--- src/rtl/uart_imem_loader.sv ---
// UART 8N1 receiver plus boot loader: assembles little-endian words from the serial
// stream and writes them into instruction memory while holding the core in reset.
module uart_imem_loader #(
    parameter int CLK_FREQ = 50_000_000,
    parameter int BAUD     = 115200,
    parameter int ADDR_W   = 8
) (
    input  logic              clock_reg,
    input  logic              reset,
    input  logic              rx,
    output logic              we,
    output logic [ADDR_W-1:0] waddr,
    output logic [31:0]       wdata,
    output logic              cpu_hold,
    output logic              done,
    output logic              frame_err,
    output logic              hdr_err,
    output logic [ADDR_W-2:0] words_loaded,
    output logic [1:0]        rx_state,
    output logic [1:0]        ld_state
);

    localparam int          CPB         = CLK_FREQ / BAUD;
    localparam int          HALF        = CPB / 2;
    localparam int          CNT_W       = $clog2(CPB + 1);
    localparam int          WL_W        = ADDR_W - 1;
    localparam logic [31:0] MAX_WORDS   = 32'((2 ** ADDR_W) / 4);

    typedef enum logic [1:0] {R_IDLE, R_START, R_DATA, R_STOP} rx_state_t;
    typedef enum logic [1:0] {L_HDR, L_DATA, L_DONE} ld_state_t;

    rx_state_t  rxs;
    ld_state_t  lds;

    logic             rs_meta;
    logic             rs;
    logic [CNT_W-1:0] cnt;
    logic [2:0]       bit_idx;
    logic [7:0]       shreg;
    logic [7:0]       rx_byte;
    logic             byte_valid;
    logic             byte_bad;
    logic             wait_high;

    logic [WL_W-1:0]  n_words;
    logic [1:0]       k;
    logic [23:0]      lanes;

    assign rx_state = rxs;
    assign ld_state = lds;

    // Receiver: samples mid-bit using the synchronised line.
    always_ff @(posedge clock_reg) begin
        if (!reset) begin
            rs_meta    <= 1'b1;
            rs         <= 1'b1;
            rxs        <= R_IDLE;
            cnt        <= '0;
            bit_idx    <= '0;
            shreg      <= '0;
            rx_byte    <= '0;
            byte_valid <= 1'b0;
            byte_bad   <= 1'b0;
            frame_err  <= 1'b0;
            wait_high  <= 1'b0;
        end else begin
            rs_meta    <= rx;
            rs         <= rs_meta;
            byte_valid <= 1'b0;
            byte_bad   <= 1'b0;
            case (rxs)
                R_IDLE: begin
                    // After a bad stop bit the line must return high before a new start counts.
                    if (wait_high) begin
                        if (rs) wait_high <= 1'b0;
                    end else if (!rs) begin
                        rxs     <= R_START;
                        cnt     <= '0;
                        bit_idx <= '0;
                    end
                end
                R_START: begin
                    if (cnt == CNT_W'(HALF - 1)) begin
                        cnt <= '0;
                        rxs <= rs ? R_IDLE : R_DATA;
                    end else begin
                        cnt <= cnt + CNT_W'(1);
                    end
                end
                R_DATA: begin
                    if (cnt == CNT_W'(CPB - 1)) begin
                        cnt     <= '0;
                        shreg   <= {rs, shreg[7:1]};
                        bit_idx <= bit_idx + 3'd1;
                        if (bit_idx == 3'd7) rxs <= R_STOP;
                    end else begin
                        cnt <= cnt + CNT_W'(1);
                    end
                end
                R_STOP: begin
                    if (cnt == CNT_W'(CPB - 1)) begin
                        cnt <= '0;
                        rxs <= R_IDLE;
                        if (rs) begin
                            byte_valid <= 1'b1;
                            rx_byte    <= shreg;
                        end else begin
                            byte_bad  <= 1'b1;
                            frame_err <= 1'b1;
                            wait_high <= 1'b1;
                        end
                    end else begin
                        cnt <= cnt + CNT_W'(1);
                    end
                end
                default: rxs <= R_IDLE;
            endcase
        end
    end

    // Loader: header byte gives the word count, then 4 bytes per word, LSB lane first.
    always_ff @(posedge clock_reg) begin
        if (!reset) begin
            lds          <= L_HDR;
            we           <= 1'b0;
            waddr        <= '0;
            wdata        <= '0;
            cpu_hold     <= 1'b0;
            done         <= 1'b0;
            hdr_err      <= 1'b0;
            words_loaded <= '0;
            n_words      <= '0;
            k            <= '0;
            lanes        <= '0;
        end else begin
            we   <= 1'b0;
            done <= 1'b0;
            if (byte_bad) begin
                lds <= L_HDR;
                k   <= '0;
            end else begin
                case (lds)
                    L_HDR: begin
                        if (byte_valid) begin
                            if (rx_byte != 8'd0 && {24'd0, rx_byte} <= MAX_WORDS) begin
                                n_words      <= WL_W'(rx_byte);
                                cpu_hold     <= 1'b1;
                                words_loaded <= '0;
                                waddr        <= '0;
                                k            <= '0;
                                lds          <= L_DATA;
                            end else begin
                                hdr_err <= 1'b1;
                            end
                        end
                    end
                    L_DATA: begin
                        if (we) begin
                            // Last word keeps its address so waddr never wraps past the top.
                            words_loaded <= words_loaded + WL_W'(1);
                            if (words_loaded + WL_W'(1) == n_words) lds <= L_DONE;
                            else waddr <= waddr + ADDR_W'(4);
                        end else if (byte_valid) begin
                            case (k)
                                2'd0: lanes[7:0]   <= rx_byte;
                                2'd1: lanes[15:8]  <= rx_byte;
                                2'd2: lanes[23:16] <= rx_byte;
                                default: begin
                                    we    <= 1'b1;
                                    wdata <= {rx_byte, lanes};
                                end
                            endcase
                            k <= k + 2'd1;
                        end
                    end
                    L_DONE: begin
                        done     <= 1'b1;
                        cpu_hold <= 1'b0;
                        lds      <= L_HDR;
                    end
                    default: lds <= L_HDR;
                endcase
            end
        end
    end

endmodule

--- config.mk ---
export PLATFORM = sky130hd
export DESIGN_NAME = uart_imem_loader
export DESIGN_NICKNAME = d
export VERILOG_FILES = /design/src/rtl/uart_imem_loader.sv
export SDC_FILE = /design/constraint.sdc
export NUM_CORES = 1
export LEC_CHECK = 0
export BUFFER_PORTS_ARGS = -buffer_cell sky130_fd_sc_hd__buf_2
export CAP_MARGIN = 40
export CORE_UTILIZATION = 58
export DETAILED_ROUTE_END_ITERATION = 10
export PLACE_DENSITY = 0.87
export SETUP_SLACK_MARGIN = 0.5
export SYNTH_ARGS = -nofsm -noshare
export SYNTH_HDL_FRONTEND = slang
export SYNTH_SLANG_ARGS = --single-unit
--- constraint.sdc ---
create_clock -name clock_reg -period 3 [get_ports clock_reg]
set_input_delay 0.6 -clock clock_reg [delete_from_list [all_inputs] [get_ports clock_reg]]
set_output_delay 0.6 -clock clock_reg [all_outputs]
set_load 0.1 [all_outputs]
==> results.yml <==
global_routing:
  grt_max_degree: 68
  antenna_found_initial: 0
  track_usage_pct: 27.3
  grt.overflow.total: 0
  grt_pass1_wl_microns: 19000
  grt_pass1_vias: 4214
yosys:
  synth_edf_count: 0
  synthCells: 616
  synthDistinctLibCells: 56
  yosys_warnings: 0
  avgSynthCellArea_sq_um: 8.09
  seq_area_frac_synth_pct: 48.2
  synth-seq-cells: 120
  synthArstFlopShare_pct: 0
  synthFlopType: "dfxtp_1"
  netlist_area_sq_um: 4980
worst_setup_path:
  cp.arrival_ns: 2.77
  critical_path.max_fanout: 12
  worst-setup-path-type: "register to register"
  critPathLaunchType: "register"
  r2r_end: "waddr[2]$_SDFFE_PN0P_"
  r2r_start: "words_loaded[0]$_SDFFE_PN0P_"
  r2r_slack_ns: 0.64
  crit_required_ns: 3.41
  r2r_cells: 8
  crit_path_end_kind: "register"
clocking:
  clock_path_buffers: 2
  cts_sinks: 120
  h-tree-depth: 4
  cts.root.buffer_cell: "clkbuf_8"
  clock_latency_ns: 0.52
  cts-hold-fix-buffers: 0
  cts_buffers: 17
  postCtsSetupBuffers: 0
  cts_tree: "done"
  path_clk_slew_ns: 0.06
final_layout:
  final_cells: 778
  finalNetCount: 674
  antennaDiodeCount: 0
  final_layout_size_suffix_gt1_share_pct: 17.5
  area_growth_pct: 18.8
worst_hold_path:
  whs_endpoint: "rs_meta$_SDFF_PN1_"
  min_from: "rx"
  hold_depth: 2
  hp-class: "primary input to register"
sta:
  hold_violations: 0
  worstMarginPinSlew_ns: 0.672
  rsz0062_at_grt: "no"
  finalSetupViolCount: 0
  slew_violations: 0
  fin_skew_ns: 0.00777
  min_period_ns: 2.36
  max_freq_ghz: 0.423
  tns_ns: 0
  finalCritPeriodShare_pct: 78.7
  max-slew-margin-rel_pct: 55.1
die:
  die_w_microns: 94.7
  die_height_microns: 94.7
  initial_core_util_pct: 60.4
  pin_count: 59
  die_area_sq_um: 8970
  row_count: 33
  coreArea_sq_um: 8260
power:
  power.density_nw_per_um2: 627
  p_total_mw: 3.71
  p_leak_nw: 2.30
  peakVddDrop_uv: 456
routing:
  first_pass_iters: 7
  vias: 4583
  drt_iter0_drc: 361
  wirelength_microns: 11800
  ant_nets: 0
  vias_per_cell: 5.89
  post-route-drc-count: 0
  wl_per_cell_microns: 15.2
job:
  cap_violations: 0
placement:
  place_congestion: 0.821
  hpwl_microns: 7420
  port_buffers: 56
  dp_cells: 746
run_status:
  outcome: "complete, no violations"
report_power, final:
part / total [mW] / switching, mW / internal (mW)
Combinational: 0.0868 / 0.0675 / 0.0192
Sequential: 1.60 / 0.00824 / 1.60
Clock: 2.02 / 0.752 / 1.27
state kept, by name, indices dropped and copies added, names as in the netlist, 2 cells and up:
register / cells
words_loaded: 7
waddr: 6
bit_idx: 3
wdata: 32
lanes: 24
rx_state: 2
n_words: 7
ld_state: 2
k: 2
shreg: 8
rx_byte: 8
cnt: 9
what timing repair did:
item                                   CTS  global route
endpoints found under the hold margin    0             0
gates resized for setup                  0             1
setup endpoints to repair                0             1
kinds of logic after synthesis:
kind of cell	after synthesis	share of synthesized area, %
simple gates	279	25.9
buf+inv	53	4.32
flops	120	48.2
other cells	1	0.0752
fa+ha+maj	11	2.76
mux	11	2.33
compound gates	132	14.9
xor+xnor	9	1.58
through the flow:
step	setup WS (ns)	instance area (sq um)	util [%]	hold slack [ns]
after floorplan	0.535	5010	-	0.386
after global placement	0.715	5310	64.3	0.422
after detailed placement	0.592	5330	64.5	0.414
after CTS	0.562	5920	71.7	0.252
after global routing	0.526	5920	71.7	0.256
final	0.638	5920	71.7	0.260
worst max-delay path by stage:
stage / start / to / depth (start not counted)
2_1_floorplan: words_loaded[0]$_SDFFE_PN0P_ / waddr[2]$_SDFFE_PN0P_ / 8
3_3_place_gp: rx_byte[4]$_SDFFE_PN0P_ / waddr[2]$_SDFFE_PN0P_ / 6
3_5_place_dp: rx_byte[4]$_SDFFE_PN0P_ / waddr[2]$_SDFFE_PN0P_ / 6
4_1_cts: rx_byte[4]$_SDFFE_PN0P_ / waddr[2]$_SDFFE_PN0P_ / 6
5_1_grt: rx_byte[4]$_SDFFE_PN0P_ / n_words[4]$_SDFFE_PN0P_ / 6
6_report: words_loaded[0]$_SDFFE_PN0P_ / waddr[2]$_SDFFE_PN0P_ / 8
per-layer routing:
metal	up-vias	track usage (%)	share of wire [%]	routed length (microns)
li1	2206	-	-	-
met1	2142	32.4	42	4910
met2	186	45.7	50	5880
met3	49	6.92	6.0	706
met4	0	13.5	2.8	331
met5	-	0	0	0
cells in the mapped netlist, types with 2 or more instances:
library cell	count	area, sq um
a211oi_1	3	22.5
a21o_1	3	22.5
a21oi_1	94	470
a22oi_1	3	22.5
a2bb2oi_1	2	17.5
a31oi_1	3	18.8
and3_1	3	18.8
buf_4	2	15.0
clkbuf_1	37	139
dfxtp_1	120	2400
ha_1	11	138
inv_1	11	41.3
mux2i_1	9	90.1
nand2_1	134	503
nand2b_1	5	31.3
nand3_1	49	245
nand3b_1	2	15.0
nand4_1	4	25.0
nand4b_1	2	17.5
nor2_1	40	150
nor2_2	2	12.5
nor2b_1	5	31.3
nor3_1	8	40.0
nor3b_1	5	37.5
nor4_1	3	18.8
o211ai_1	3	22.5
o21ai_0	11	55.1
or3_1	4	25.0
or4_1	4	30.0
xnor2_1	4	35.0
xor2_1	5	43.8
layout by cell type (no fill, tap or decap), types with 3 or more instances in the layout:
cell and count:
xor2_1 5, or4_1 4, inv_6 3, bufinv_16 3, a31oi_1 3, nand4_1 4
inv_1 11, or3_1 4, o21ai_0 11, nor2_1 40, clkinv_2 3, a211oi_1 3
xnor2_1 4, nand2_1 134, nor2b_1 5, a22oi_1 3, nand3_1 49, a21o_1 3
clkinv_4 3, mux2i_1 9, nor3b_1 5, clkbuf_16 16, a21oi_1 94, nand2b_1 5
buf_4 8, dfxtp_2 5, buf_2 56, dfxtp_1 112, dfxtp_4 3, o211ai_1 3
ha_1 11, and3_1 3, nor3_1 8
worst max-delay path: stages, from the launching register on:
cell and delay [ns]:
dfxtp_4 0.38, ha_1 0.28, nand3_1 0.17, or2_2 0.36, xnor2_1 0.13, nor4_1 0.36, buf_4 0.25, nor2_1 0.07
mux2_2 0.25
final cells by class:
type | count | area [sq um]
clock inverter | 14 | 171
fill | 614 | 2340
clock buffer | 18 | 418
timing repair buffer | 65 | 355
tap | 105 | 131
multi-input combinational | 444 | 2380
inverter | 12 | 45.0
sequential | 120 | 2420
Note: power is estimated with default switching activity, not from simulation.
